`config.mk`:
```
export PLATFORM = sky130hd
export DESIGN_NAME = uart_tx_fifo
export DESIGN_NICKNAME = d
export VERILOG_FILES = /design/src/rtl/uart_tx_fifo.sv
export SDC_FILE = /design/constraint.sdc
export NUM_CORES = 1
export LEC_CHECK = 0
export ABC_AREA = 1
export CAP_MARGIN = 20
export CORE_MARGIN = 2
export CORE_UTILIZATION = 63
export CTS_CLUSTER_DIAMETER = 200
export DETAILED_ROUTE_END_ITERATION = 10
export GPL_TIMING_DRIVEN = 0
export PLACE_DENSITY = 0.85
export SETUP_SLACK_MARGIN = 0.1
export SLEW_MARGIN = 20
export SYNTH_ARGS = -nofsm -noshare
export SYNTH_HDL_FRONTEND = slang
export SYNTH_SLANG_ARGS = --single-unit
```
`constraint.sdc`:
```
create_clock -name clk -period 5.3 [get_ports clk]
set_input_delay 1.325 -clock clk [delete_from_list [all_inputs] [get_ports clk]]
set_output_delay 1.325 -clock clk [all_outputs]
set_load 0.005 [all_outputs]
```
`src/rtl/uart_tx_fifo.sv`:
```
// Buffered 8N1 UART transmitter: a byte FIFO feeds a shift engine whose bit
// period is the software-programmable divider value, in clk cycles.
module uart_tx_fifo #(
    parameter int FIFO_DEPTH  = 8,
    parameter int DEFAULT_DIV = 1
) (
    input  logic                        clk,
    input  logic                        resetn,
    input  logic                        cfg_div_we,
    input  logic [31:0]                 cfg_div_di,
    output logic [31:0]                 cfg_div_do,
    input  logic [7:0]                  tx_data,
    input  logic                        tx_valid,
    output logic                        tx_ready,
    output logic                        ser_tx,
    output logic                        busy,
    output logic [$clog2(FIFO_DEPTH):0] fifo_level
);
    localparam int PTR_W = $clog2(FIFO_DEPTH);
    localparam int LVL_W = PTR_W + 1;
    localparam logic [LVL_W-1:0] FULL_LVL = LVL_W'(FIFO_DEPTH);

    typedef enum logic [1:0] {
        IDLE  = 2'd0,
        START = 2'd1,
        DATA  = 2'd2,
        STOP  = 2'd3
    } state_t;

    logic [31:0]      cfg_div_r;
    logic [7:0]       mem_r [FIFO_DEPTH];
    logic [PTR_W-1:0] wr_ptr_r;
    logic [PTR_W-1:0] rd_ptr_r;
    logic [LVL_W-1:0] level_r;
    logic             push_s;
    logic             pop_s;
    logic             fifo_empty_s;

    state_t           state_r;
    state_t           state_nxt_s;
    logic [31:0]      div_r;
    logic [31:0]      div_nxt_s;
    logic [31:0]      cnt_r;
    logic [31:0]      cnt_nxt_s;
    logic [2:0]       bit_r;
    logic [2:0]       bit_nxt_s;
    logic [7:0]       shift_r;
    logic [7:0]       shift_nxt_s;
    logic             ser_r;
    logic             ser_nxt_s;
    logic [31:0]      eff_div_s;
    logic             bit_end_s;

    // A full FIFO refuses pushes even when the engine pops at the same edge.
    assign push_s       = tx_valid && (level_r != FULL_LVL);
    assign fifo_empty_s = (level_r == LVL_W'(0));
    assign eff_div_s    = (cfg_div_r == 32'd0) ? 32'd1 : cfg_div_r;
    assign bit_end_s    = (cnt_r == (div_r - 32'd1));

    assign cfg_div_do = cfg_div_r;
    assign tx_ready   = (level_r != FULL_LVL);
    assign ser_tx     = ser_r;
    assign busy       = (state_r != IDLE) || !fifo_empty_s;
    assign fifo_level = level_r;

    // Divider register, software visible.
    always_ff @(posedge clk or negedge resetn) begin
        if (!resetn) begin
            cfg_div_r <= 32'(DEFAULT_DIV);
        end else if (cfg_div_we) begin
            cfg_div_r <= cfg_div_di;
        end
    end

    // FIFO storage; contents are don't-care until written.
    always_ff @(posedge clk) begin
        if (push_s) begin
            mem_r[wr_ptr_r] <= tx_data;
        end
    end

    // FIFO pointers and occupancy counter.
    always_ff @(posedge clk or negedge resetn) begin
        if (!resetn) begin
            wr_ptr_r <= PTR_W'(0);
            rd_ptr_r <= PTR_W'(0);
            level_r  <= LVL_W'(0);
        end else begin
            if (push_s) begin
                wr_ptr_r <= wr_ptr_r + PTR_W'(1);
            end
            if (pop_s) begin
                rd_ptr_r <= rd_ptr_r + PTR_W'(1);
            end
            case ({push_s, pop_s})
                2'b10:   level_r <= level_r + LVL_W'(1);
                2'b01:   level_r <= level_r - LVL_W'(1);
                default: level_r <= level_r;
            endcase
        end
    end

    // Shift engine state register.
    always_ff @(posedge clk or negedge resetn) begin
        if (!resetn) begin
            state_r <= IDLE;
            div_r   <= 32'd1;
            cnt_r   <= 32'd0;
            bit_r   <= 3'd0;
            shift_r <= 8'd0;
            ser_r   <= 1'b1;
        end else begin
            state_r <= state_nxt_s;
            div_r   <= div_nxt_s;
            cnt_r   <= cnt_nxt_s;
            bit_r   <= bit_nxt_s;
            shift_r <= shift_nxt_s;
            ser_r   <= ser_nxt_s;
        end
    end

    // Shift engine next state; a frame load pops the head and latches the divider.
    always_comb begin
        state_nxt_s = state_r;
        div_nxt_s   = div_r;
        cnt_nxt_s   = cnt_r;
        bit_nxt_s   = bit_r;
        shift_nxt_s = shift_r;
        ser_nxt_s   = ser_r;
        pop_s       = 1'b0;
        case (state_r)
            IDLE: begin
                ser_nxt_s = 1'b1;
                if (!fifo_empty_s) begin
                    pop_s       = 1'b1;
                    shift_nxt_s = mem_r[rd_ptr_r];
                    div_nxt_s   = eff_div_s;
                    cnt_nxt_s   = 32'd0;
                    bit_nxt_s   = 3'd0;
                    ser_nxt_s   = 1'b0;
                    state_nxt_s = START;
                end else begin
                    state_nxt_s = IDLE;
                end
            end
            START: begin
                if (bit_end_s) begin
                    cnt_nxt_s   = 32'd0;
                    ser_nxt_s   = shift_r[0];
                    shift_nxt_s = {1'b0, shift_r[7:1]};
                    state_nxt_s = DATA;
                end else begin
                    cnt_nxt_s = cnt_r + 32'd1;
                end
            end
            DATA: begin
                if (bit_end_s) begin
                    cnt_nxt_s = 32'd0;
                    if (bit_r == 3'd7) begin
                        ser_nxt_s   = 1'b1;
                        state_nxt_s = STOP;
                    end else begin
                        bit_nxt_s   = bit_r + 3'd1;
                        ser_nxt_s   = shift_r[0];
                        shift_nxt_s = {1'b0, shift_r[7:1]};
                    end
                end else begin
                    cnt_nxt_s = cnt_r + 32'd1;
                end
            end
            STOP: begin
                if (!bit_end_s) begin
                    cnt_nxt_s = cnt_r + 32'd1;
                end else if (!fifo_empty_s) begin
                    // Back-to-back frame: no idle gap after the stop bit.
                    pop_s       = 1'b1;
                    shift_nxt_s = mem_r[rd_ptr_r];
                    div_nxt_s   = eff_div_s;
                    cnt_nxt_s   = 32'd0;
                    bit_nxt_s   = 3'd0;
                    ser_nxt_s   = 1'b0;
                    state_nxt_s = START;
                end else begin
                    cnt_nxt_s   = 32'd0;
                    ser_nxt_s   = 1'b1;
                    state_nxt_s = IDLE;
                end
            end
            default: begin
                ser_nxt_s   = 1'b1;
                state_nxt_s = IDLE;
            end
        endcase
    end
endmodule
```
After elaboration in Yosys (flattened, before gate mapping)
Memory sizes are Yosys's and may differ from the RTL's.
Cells that the tools add are included.
- memory bits (writable): 64
- bits in registers: 120
- memories kept: 1
- word-level logic and storage cells: 84
- input port bits: 44
- eq/ne operators: 14
- muxes and demuxes: 36
- reduce and logical (&&, ||, !) cells: 16
- $add $sub $neg: 7
- memory list (memory ; depth ; bits a word ; read ports ; clocked after Yosys merged registers in ; wr ports ; line ; text):
    mem_r ; 8 ; 8 ; 1 ; 0 ; 1 ; 31 ; logic [7:0] mem_r [FIFO_DEPTH];
- operators with widths (operator ; number):
    two-way mux 32 bit ; 5
    one-hot mux 32 bit (2 select lines) ; 2
    two-way mux 8 bit ; 5
    adder 32 x 1 -> 32 bit, second input constant ; 1
    == test 32 bit ; 1
    zero test 32 bit ; 1
    one-hot mux 8 bit (4 select lines) ; 1
    subtractor 32 x 1 -> 32 bit, second input constant ; 1
    two-way mux 3 bit ; 4
    inequality test 2 bit, second input constant ; 6
    AND reduction 4 bit ; 3
    two-way mux 1 bit ; 10
    adder 3 x 1 -> 3 bit, second input constant ; 3
    one-hot mux 3 bit (3 select lines) ; 1
    two-way mux 2 bit ; 4
    one-hot mux 2 bit (4 select lines) ; 1
    one-hot mux 4 bit (2 select lines) ; 1
    == test 2 bit, second input constant ; 3
    nonzero test 2 bit ; 3
    adder 4 x 1 -> 4 bit, second input constant ; 1
    == test 2 x 1 -> 1 bit, second input constant ; 2
    zero test 4 bit ; 1
    inequality test 4 bit, second input constant ; 1
    one-hot mux 1 bit (4 select lines) ; 1
    other kinds (11) ; 11

Longest topological paths before layout
Gate-level depths: netlist (run 1).
- depth after elaboration: 6
- depth in mapped cells: 25
- depth with buffers taken out: 25

Worst setup path after synthesis (run 1)
OpenSTA, ideal clock, no wires.
- path kind: register to register
- start point: reg div_r[0]
- end point: reg level_r[3] (netlist: fifo_level[3])
- data arrival time: 3.125 ns
- period minus slack after synthesis: 3.246 ns
- path slack: 2.054 ns
- cell stages (with the launch flop): 26
- cells stage by stage: dfstp_2 > inv_1 > ha_1 > inv_1 > nand2_1 > nand2_1 > nor2_1 > nand2_1 > nor2_1 > nand2_1 > nor2_1 > nand3_1 > nor2_1 > nand3_1 > o21bai_2 > nand2_1 > inv_1 > ha_1 > ha_1 > nand2_1 > nor2_1 > a211oi_1 > nor2_1 > nor2_1 > nand2_1 > xor2_1
- longest elaborated chain between the ends: 6
- elaborated cells between the ends (all ways): 8
- classes of those cells: 1 x add/sub; 3 x eq/ne; 3 x mux; 1 x reduce/logical
- RTL lines (element ; line ; text):
    from (decl) ; 41 ; logic [31:0] div_r;
    from (signal assigned) ; 114 ; div_r <= div_nxt_s;
    subtractor 32 x 1 -> 32 bit (*) ; 58 ; assign bit_end_s = (cnt_r == (div_r - 32'd1));
    == test 32 bit (*) ; 58 ;
    two-way mux 1 bit (*) ; 172 ; if (!bit_end_s) begin
    one-hot mux 1 bit (2 select lines) (*) ; 131 ; case (state_r)
    via pop_s ; 36 ; logic pop_s;
    == test 2 x 1 -> 1 bit or == test 2 bit (tied branches) ; 95 ; case ({push_s, pop_s})
    one-hot mux 4 bit (2 select lines) or nonzero test 2 bit (tied branches) ; -- ;
    to (signal assigned) ; 96 ; 2'b10: level_r <= level_r + LVL_W'(1);
    to (signal assigned) ; 97 ; 2'b01: level_r <= level_r - LVL_W'(1);
    to (signal assigned) ; 98 ; default: level_r <= level_r;
    to (decl) ; 34 ; logic [LVL_W-1:0] level_r;
The timed path passes the listed nets; every way through them passes the cells marked *.
A chain may end at the register's enable or synchronous reset.

Worst setup path after layout (run 1)
- start point: reg state_r[0]
- end point: out busy
- longest elaborated chain between the ends: 2
- RTL lines (element ; line ; text):
    from (decl) ; 39 ; state_t state_r;
    from (signal assigned) ; 113 ; state_r <= state_nxt_s;
    nonzero test 2 bit ; 63 ; assign busy = (state_r != IDLE) || !fifo_empty_s;
    logical OR 1 bit ; 63 ;
    to (decl) ; 16 ; output logic busy,
Every way passes these cells.

==> results.md, run 1 <==
* Outcome: complete, no violations
* Gate power share at between 20 and 30%
* Final hold violations at 0
* Worst path required time at between 3 and 4 ns
* Syn_nets at between 1000 and 1500
* Critical path endpoint category: output port
* Seq cells post-synth at 184
* Die H at ~130 um
* Die Wd at 131 um
* Ys Warns at 0
* Final RePlAce weighted congestion at just under 1
* Busiest grt layer: met2
* Die area at about 17000 sq um
* Top post-synthesis cells by area: dfrtp_1 29%, edfxtp_1 19%, nand2_1 12%
* Reg2reg end: fifo_level[3]
* Static leakage at 5.08 nW
* Initial antenna violation count at 0
* DRT iter0 DRCs at around 1000
* Minimum clock period at between 4 and 5 ns
* Reg2reg start: div_r[0]
* Setup crit start kind: register
* Most frequent cells in the layout: 325 x nand2_1, 176 x nor2_1, 128 x inv_1
* Area leader, netlist: dfrtp_1
* Max Fanout on Critical Path at 10
* CTS clk-pin slew, worst paths at about 0.080 ns
* Total CTS buffers at 17
* Clock latency on the worst-skew pair at 0.45 ns
* Syn Std Cell Area at between 10000 and 15000 sq um
* Pre-CTS setup slack at 1.08 ns
* Multi-input logic area at 4620 sq um
* Final wirelength at between 20000 and 30000 um
* Via density at 5.74
* Sw Ratio at between 30% and 40%
* Post-CTS sizing at 0
* Root Driver: clkbuf_16
* Row cnt at 46
* Critical path class: reg2out
* Total number of vias at 9033
* Pin count of the biggest net entering global routing at between 80 and 90
* DP Wirelength at between 15000 and 20000 um
* Top FF cell, synth: dfrtp_1
* Final Max Tran Viols at 0
* Reg2reg path depth at 21
* Layout cells sized above 1 at 8.09%
* R2r setup slk at 1.21 ns
* Clock share of power at between 20% and 30%
* RSZ-0062 raised after global routing: false
* Register area at 4930 sq um
* N_diodes at 0
* Gr usage total at a little under a third
* Final #Nets at between 1000 and 1500
* Number of synthesized flops with an enable pin at between 60 and 70
* HP Class: reg2reg
* Hold path start: shift_r[6]
* Vias in the first global route at about 8500
* CTS Hold Buffers Added at 0
* Final setup viols at 0
* Initial Utilization at ~64%
* Hold path endpoint: shift_r[6]
* Area growth from synthesis to layout at 16.7%
* Synth top area share at 28.7%
* Routed Antenna Nets at 0
* Worst hold path cell count at 2
* Final Util at ~75%
* Max Freq at ~210 MHz
* CTS Buffer Depth at 2
* Synth Instances at 1245
* Post-synth ARST share at between 60% and 70%
* Crit path from: state_r[0]
* Inst Count DP at ~1500
* Internal power at between 2 and 3 mW
* First-pass GRT wire length at 43400 um
* Core area at roughly 16000 sq um
* Drt wl/cell at ~17 um
* Routing usage on met3 at 7.02%
* Cell Pwr Density at around 390 nW/um^2
* Hold WS at slightly below 0.5 ns
* Slew headroom at 32.9%
* Peak supply drop at 0.305 mV
* Power, Total at between 4 and 5 mW
* NetSw at about 1.7 mW
* CP arrival at 3.46 ns
* Remaining global-route overflow at 0
* Fillers at 1180
* CTS tree: yes
* Clock sink count at between 150 and 200
* Maxcap violations at 0
* Non-filler cells, final at 1575
* Pre-antenna DRT Iters at 5
* Post-CTS Setup Bufs at 0
* M2 GR Usage at 48.3%
* Leading cell type in the layout, fill and taps excluded: nand2_1
* Setup WS post-layout at just over 0.5 ns
* Part of the power in registers at 44.1%
* Actual slew at the worst max-slew pin at 1.00 ns
* CTS HTree Levels at 4
* # DRC at 0
* IO Pins at 83
* Distinct cell type count after synthesis at 44
* Port Buffers at 81
* GR Util met1 at between 40 and 50%
* Period utilisation layout at between 90% and 100%
* Mapped Avg Cell Area at 8.20 sq um
* Register area share after synthesis at 48.3%
* Clk_skew at between 0.015 and 0.02 ns
[power groups by stage]
stage | clock network, mW | registers (mW) | logic [mW]
after global placement | 0 | 2.04 | 1.24
after global routing | 1.33 | 2.07 | 1.49
after CTS | 1.28 | 2.03 | 1.31
after detailed placement | 0 | 2.05 | 1.28
final | 1.27 | 2.04 | 1.31
after floorplan | 0 | 1.97 | 0.925
[area by class of cell]
class,count,share of cell area [%]
plain buffers,33,1.49
repair buffers,82,7.05
clock inverters,15,1.42
multi-input cells,898,38.8
well taps,216,2.27
flip-flops and latches,184,41.4
inverters,130,4.09
clock buffers,17,3.57
[sequential cells by signal, summed over array words and instances, names as in the netlist]
signal,cells
shift_r,8
bit_r,3
cfg_div_do,32
state_r,2
mem_r,64
ser_tx,1
cnt_r,32
wr_ptr_r,3
fifo_level,4
div_r,32
rd_ptr_r,3
[worst max path at each step]
stage,endpoint,slack (ns),cells after the start
floorplan,fifo_level[3],2.05,25
CTS,busy,0.59,7
global route,busy,0.39,7
finish,busy,0.51,7
global placement,wr_ptr_r[1],-1.79,1
detailed placement,busy,1.08,7
[worst max-delay path: stages (launching register included)]
cell and delay [ns]:
dfrtp_1 0.43, inv_1 0.11, ha_1 0.35, clkinv_1 0.34
nor2_1 0.57, inv_1 0.33, clkbuf_1 0.35, clkdlybuf4s50_1 0.53
[kinds of logic after synthesis]
logic type / synth area share, %
flip-flops: 48.3
buffers and inverters: 6.52
adder cells (fa/ha/maj): 1.91
AO/OA/AOI/OAI: 10.5
AND/OR/NAND/NOR: 28.2
XOR/XNOR: 4.62
[Yosys cell counts (2+ instances only)]
| library cell | n |
|---|---|
| buf_4 | 2 |
| nor2_4 | 3 |
| edfxtp_1 | 64 |
| dfrtp_1 | 117 |
| o21ai_2 | 34 |
| nand2_4 | 2 |
| xor2_1 | 40 |
| nor4_1 | 10 |
| o22ai_1 | 17 |
| nand3b_1 | 10 |
| o21ai_1 | 3 |
| nand4_1 | 30 |
| dfstp_2 | 3 |
| a21oi_1 | 7 |
| o21ai_0 | 70 |
| nor3_1 | 17 |
| clkinv_1 | 2 |
| ha_1 | 14 |
| nand2_1 | 325 |
| o21bai_2 | 2 |
| xnor2_1 | 12 |
| nand3_2 | 2 |
| inv_1 | 128 |
| and3_1 | 2 |
| a211oi_1 | 2 |
| a31oi_1 | 9 |
| nor2_2 | 10 |
| o21bai_1 | 4 |
| nand3_1 | 65 |
| or2_2 | 3 |
| o32ai_1 | 16 |
| buf_6 | 6 |
| clkbuf_1 | 23 |
| nand2_2 | 6 |
| nor2_1 | 176 |
[routing by layer]
metal | share of wire, % | routed length (um) | vias up
li1 | - | - | 4308
met1 | 44 | 11700 | 4216
met2 | 44 | 11900 | 454
met3 | 9.4 | 2530 | 55
met4 | 2.4 | 642 | 0
met5 | 0 | 0 | -
[stage by stage]
| stage | area [sq um] | TNS [ns] |
|---|---|---|
| 6_report | 11900 | 0 |
| 5_1_grt | 11900 | 0 |
| 4_1_cts | 11900 | 0 |
| 3_5_place_dp | 11300 | 0 |
| 3_3_place_gp | 11300 | -208.10 |
| 2_1_floorplan | 10200 | 0 |
Power figures use the tool's default switching activity.
==> run 2, diff against run 1 <==
--- a/config.mk
+++ b/config.mk
@@ -5,14 +5,14 @@
 export SDC_FILE = /design/constraint.sdc
 export NUM_CORES = 1
 export LEC_CHECK = 0
-export ABC_AREA = 1
 export CAP_MARGIN = 20
 export CORE_MARGIN = 2
-export CORE_UTILIZATION = 63
+export CORE_UTILIZATION = 62
 export CTS_CLUSTER_DIAMETER = 200
 export DETAILED_ROUTE_END_ITERATION = 10
 export GPL_TIMING_DRIVEN = 0
 export PLACE_DENSITY = 0.85
+export RECOVER_POWER = 25
 export SETUP_SLACK_MARGIN = 0.1
 export SLEW_MARGIN = 20
 export SYNTH_ARGS = -nofsm -noshare
==> results.md, run 2 <==
* Outcome: finished, violations left
* Failing checks: max-capacitance violations, max-slew violations
* Levels on crit path at 16
* Area growth from synthesis to layout at 18.2%
* Worst path required time at 5.62 ns
* Max Fanout on Critical Path at 9
* CTS Hold Buffers Added at 0
* Clock latency on the worst-skew pair at roughly 0.43 ns
* Drt wl/cell at between 20 and 25 um
* Inst Count DP at 1000
* Critical path buffer and inverter count at 1
* Die Wd at 125 um
* Reg2reg start: div_r[8]
* CTS tree: yes
* Initial Utilization at a little over three fifths
* Vias in the first global route at ~6700
* Die H at about 130 um
* Syn_nets at 792
* HP Class: reg2reg
* Setup WS post-layout at 0.460 ns
* Distinct cell type count after synthesis at 66
* Root Driver: clkbuf_16
* Cell Pwr Density at about 530 nW/um^2
* Die area at between 15000 and 20000 sq um
* Row cnt at 44
* Reg2reg end: fifo_level[3]
* Final RePlAce weighted congestion at between 0.8 and 0.9
* Final wirelength at between 20000 and 25000 um
* Gr usage total at ~29%
* CTS HTree Levels at 4
* N_diodes at 0
* Critical path class: reg2reg
* Synth top area share at ~32%
* Ys Warns at 0
* Initial antenna violation count at 0
* Most flops, register: mem_r
* Period utilisation layout at about nine tenths
* Crit path from: div_r[8]
* Leading cell type in the layout, fill and taps excluded: dfrtp_1
* Most frequent cells in the layout: 117 x dfrtp_1, 79 x clkdlybuf4s50_1, 64 x edfxtp_1
* Reg2reg path depth at 16
* Synth cell count leaders: 117 x dfrtp_1, 64 x edfxtp_1, 40 x mux2_2
* Hold WS at just over 0.5 ns
* Total CTS buffers at 17
* Remaining global-route overflow at 0
* Setup TNS at 0 ns
* CP max stage cell: or4_1
* Static leakage at 4.24 nW
* Slew headroom at -52.0%
* CTS Buffer Depth at 2
* Routed Antenna Nets at 0
* Mapped Avg Cell Area at 12.4 sq um
* Final Max Tran Viols at ~120
* Non-filler cells, final at ~1000
* CTS clk-pin slew, worst paths at approximately 0.070 ns
* Pre-antenna DRT Iters at 5
* Core area at between 10000 and 15000 sq um
* Max reg flops at between 60 and 70
* DP Wirelength at ~15000 um
* Delay-heaviest family, CP: simple AND/OR/NAND/NOR gates
* Syn Std Cell Area at between 9000 and 10000 sq um
* Cell mode on critical path: ha_1
* Critical path endpoint category: register
* Top FF cell, synth: dfrtp_1
* Post-CTS Setup Bufs at 0
* Peak supply drop at roughly 0.28 mV
* CP arrival at approximately 5.2 ns
* RSZ-0062 raised after global routing: false
* Actual slew at the worst max-slew pin at between 2 and 2.5 ns
* Clk_skew at 0.00854 ns
* Register area share after synthesis at between 50 and 60%
* Most frequent cell after synthesis: dfrtp_1
* # DRC at 0
* Cell Area, Placed at about 10000 sq um
* Post-synth ARST share at between 60% and 70%
* Number of synthesized flops with an enable pin at 64
* DRT iter0 DRCs at roughly 640
* Port Buffers at 81
* Max Freq at slightly above 200 MHz
* CP max stage delay at between 0.5 and 0.6 ns
* Minimum clock period at approximately 4.8 ns
* R2r setup slk at 0.46 ns
* Final hold violations at 0
* Power, Total at 5.65 mW
* Clock sink count at roughly 180
* First-pass GRT wire length at 35400 um
* Via density at ~6.4
* Top post-synthesis cells by area: dfrtp_1 32%, edfxtp_1 21%, mux2_2 5.0%
* Setup crit end: fifo_level[3]
* Setup crit start kind: register
* Area leader, netlist: dfrtp_1
* Final setup viols at 0
* Design area at about 11000 sq um
* Seq cells post-synth at around 180
* IO Pins at 83
* Maxcap violations at 2
* Layout cells sized above 1 at between 10% and 20%
* Final #Nets at 894
* Total number of vias at 6634
* CP Cell Sequence: clkbuf_1 > nor4_1 > nand4_1 > or4_1 > a22oi_1 > o2111ai_1 > nor4_4 > nand3_1 > a21oi_2 > ha_1 > ha_1 > a21o_1 > a21oi_1 > xnor2_1 > nor2_1 > xor2_1
* Final Util at around three quarters
* Pre-CTS setup slack at roughly 0.46 ns
* Pin count of the biggest net entering global routing at just under 80
* Synth Instances at between 700 and 800
[run 2: report_power, final]
group / switching (mW) / internal, mW / total, mW
clock: 0.567 / 0.662 / 1.23
sequential: 0.379 / 1.82 / 2.20
combinational: 1.15 / 1.07 / 2.22
total: 2.10 / 3.55 / 5.65
[run 2: worst min path at each step]
stage	startpoint	to	cells past startpoint
4_1_cts	div_r[31]	div_r[31]	1
3_3_place_gp	shift_r[4]	shift_r[4]	1
3_5_place_dp	shift_r[4]	shift_r[4]	1
6_report	div_r[31]	div_r[31]	1
5_1_grt	div_r[31]	div_r[31]	1
2_1_floorplan	shift_r[1]	shift_r[1]	1
[run 2: layout make-up]
type | instances | area [sq um]
clock buffers | 19 | 433
repair buffers | 83 | 817
flip-flops and latches | 184 | 4930
well taps | 184 | 230
plain buffers | 30 | 129
inverters | 21 | 78.8
clock inverters | 13 | 133
multi-input cells | 498 | 4000
fillers | 923 | 3680
[run 2: worst reg2reg max path, cell delays in order (launching register included)]
cell	delay (ns)
dfrtp_1	0.38
clkbuf_1	0.21
nor4_1	0.48
nand4_1	0.40
or4_1	0.53
a22oi_1	0.21
o2111ai_1	0.19
nor4_4	0.53
nand3_1	0.23
a21oi_2	0.36
ha_1	0.29
ha_1	0.25
a21o_1	0.17
a21oi_1	0.16
xnor2_1	0.13
nor2_1	0.07
xor2_1	0.14
[run 2: per-layer routing]
layer,GRT usage (%),wire length [um],vias up
li1,-,-,2969
met2,46.9,10700,306
met3,5.65,1420,42
met4,8.43,421,0
met1,40.4,9330,3317
met5,0,0,-
[run 2: what timing repair did]
item                       CTS  global route
hold endpoints to repair     0             0
setup endpoints to repair    0             2
resized for setup            0             2
[run 2: logic make-up (layout without fill, tap and decap cells)]
group | after synthesis | count (layout) | synth area share (%)
adder cells (fa/ha/maj) | 15 | 15 | 2.15
buffers and inverters | 51 | 166 | 2.28
multiplexers | 102 | 102 | 14.8
XOR/XNOR | 52 | 52 | 5.01
flip-flops | 184 | 184 | 54.2
AND/OR/NAND/NOR | 210 | 210 | 12.9
AO/OA/AOI/OAI | 119 | 119 | 8.68
==> run 3, diff against run 2 <==
--- a/config.mk
+++ b/config.mk
@@ -13,7 +13,6 @@
 export GPL_TIMING_DRIVEN = 0
 export PLACE_DENSITY = 0.85
 export RECOVER_POWER = 25
-export SETUP_SLACK_MARGIN = 0.1
 export SLEW_MARGIN = 20
 export SYNTH_ARGS = -nofsm -noshare
 export SYNTH_HDL_FRONTEND = slang
==> results.md, run 3 (same netlist as run 2, synthesis figures left out) <==
* Outcome: finished, violations left
* Failing checks: max-capacitance violations, max-slew violations
* Clock sink count at 184
* DRT iter0 DRCs at 631
* CTS HTree Levels at 4
* RSZ-0062 raised after global routing: false
* CTS clk-pin slew, worst paths at 0.07 ns
* Fillers at between 900 and 1000
* Vias in the first global route at about 6700
* Period utilisation layout at a little over nine tenths
* Max Freq at just over 200 MHz
* Hold path start: div_r[31]
* Register area at 4930 sq um
* CTS Hold Buffers Added at 0
* Gr usage total at around 29%
* Critical path endpoint category: register
* Max reg flops at 64
* Total number of vias at between 6000 and 7000
* Initial Utilization at 63.0%
* Final Max Tran Viols at 123
* Row cnt at 44
* Pre-CTS setup slack at between 0.4 and 0.5 ns
* IO Pins at between 80 and 90
* Layout cells sized above 1 at between 10% and 20%
* Die area at 15700 sq um
* Die H at 125 um
* HP Class: reg2reg
* Remaining global-route overflow at 0
* Root Driver: clkbuf_16
* Final #Nets at approximately 890
* CP max stage cell: or4_1
* Final wirelength at 21900 um
* Crit path from: div_r[8]
* Slew headroom at -52.3%
* Final RePlAce weighted congestion at between 0.8 and 0.9
* N_diodes at 0
* Setup WS post-layout at roughly 0.32 ns
* Clock latency on the worst-skew pair at ~0.43 ns
* # DRC at 0
* Static leakage at ~4.2 nW
* Final setup viols at 0
* Leading cell type in the layout, fill and taps excluded: dfrtp_1
* Critical path buffer and inverter count at 1
* Inst Count DP at 1000
* Via density at 6.45
* Pin count of the biggest net entering global routing at between 70 and 80
* Total CTS buffers at 17
* Most frequent cells in the layout: 117 x dfrtp_1, 79 x clkdlybuf4s50_1, 64 x edfxtp_1
* Most flops, register: mem_r
* DP Wirelength at ~15000 um
* Final hold violations at 0
* Minimum clock period at ~5.0 ns
* Routed Antenna Nets at 0
* Actual slew at the worst max-slew pin at 2.28 ns
* First-pass GRT wire length at 35400 um
* Core area at 14400 sq um
* Post-CTS sizing at 0
* Post-CTS Setup Bufs at 0
* Cell Pwr Density at around 530 nW/um^2
* Critical path class: reg2reg
* Delay-heaviest family, CP: simple AND/OR/NAND/NOR gates
* Pre-antenna DRT Iters at 5
* CP arrival at 5.29 ns
* Max Fanout on Critical Path at 9
* Peak supply drop at 0.275 mV
* Reg2reg start: div_r[8]
* Port Buffers at 81
* Clk_skew at 0.00889 ns
* CTS tree: yes
* CTS Buffer Depth at 2
* Die Wd at around 130 um
* Drt wl/cell at about 21 um
* Initial antenna violation count at 0
* Non-filler cells, final at approximately 1000
* Power, Total at between 5 and 6 mW
* Multi-input logic area at around 4000 sq um
* Worst path required time at ~5.6 ns
* Maxcap violations at 2
* CP max stage delay at ~0.53 ns
* Setup crit start kind: register
* Area growth from synthesis to layout at 18.1%
* CP Cell Sequence: clkbuf_1 > nor4_1 > nand4_1 > or4_1 > a22oi_1 > o2111ai_1 > nor4_4 > nand3_1 > a21oi_1 > ha_1 > ha_1 > a21o_1 > a21oi_1 > xnor2_1 > nor2_1 > xor2_1
==> run 3: metal layers <==
| metal | GRT usage, % | share of wire, % | routed length [um] |
|---|---|---|---|
| met5 | 0 | 0 | 0 |
| met2 | 46.9 | 49 | 10700 |
| met1 | 40.4 | 42 | 9240 |
| met3 | 5.65 | 7.1 | 1550 |
| met4 | 8.43 | 1.9 | 426 |
==> run 3: where the power goes <==
group	internal, mW	leakage [nW]	switching, mW	total, mW
combinational	1.07	1.91	1.15	2.21
sequential	1.82	2.06	0.377	2.20
clock	0.662	0.271	0.569	1.23
total	3.55	4.24	2.09	5.64
==> run 3: worst reg2reg max path, stage by stage, from the launching register on <==
cell and delay, ns:
dfrtp_1 0.37, clkbuf_1 0.21, nor4_1 0.46, nand4_1 0.40, or4_1 0.53, a22oi_1 0.21, o2111ai_1 0.19, nor4_4 0.53
nand3_1 0.20, a21oi_1 0.52, ha_1 0.33, ha_1 0.25, a21o_1 0.17, a21oi_1 0.16, xnor2_1 0.13, nor2_1 0.07
xor2_1 0.14
==> run 3: per-stage QoR <==
| step | setup TNS [ns] | instance area [sq um] | hold slack [ns] | util, % |
|---|---|---|---|---|
| global placement | -170.30 | 10100 | 0.496 | 70.3 |
| finish | 0 | 10700 | 0.515 | 74.5 |
| floorplan | 0 | 9090 | 0.482 | - |
| CTS | 0 | 10800 | 0.521 | 74.6 |
| global route | 0 | 10700 | 0.531 | 74.5 |
| detailed placement | 0 | 10200 | 0.500 | 70.7 |
==> run 3: worst paths after layout <==
kind	endpoint	slack, ns	depth (start not counted)
worst max-delay path	fifo_level[3]	0.32	16
worst min-delay path	div_r[31]	0.52	1
worst max register to register	fifo_level[3]	0.32	16
worst min register to register	div_r[31]	0.52	1
max in group asynchronous	div_r[31]	0.90	2
min in group asynchronous	cnt_r[6]	1.57	1
==> run 3: layout make-up <==
cell class | instances | area share [%]
Buffer | 30 | 1.20
Clock buffer | 19 | 4.03
Clock inverter | 13 | 1.23
Inverter | 21 | 0.734
Multi-Input combinational cell | 498 | 37.2
Sequential cell | 184 | 45.9
Tap cell | 184 | 2.14
Timing Repair Buffer | 83 | 7.60
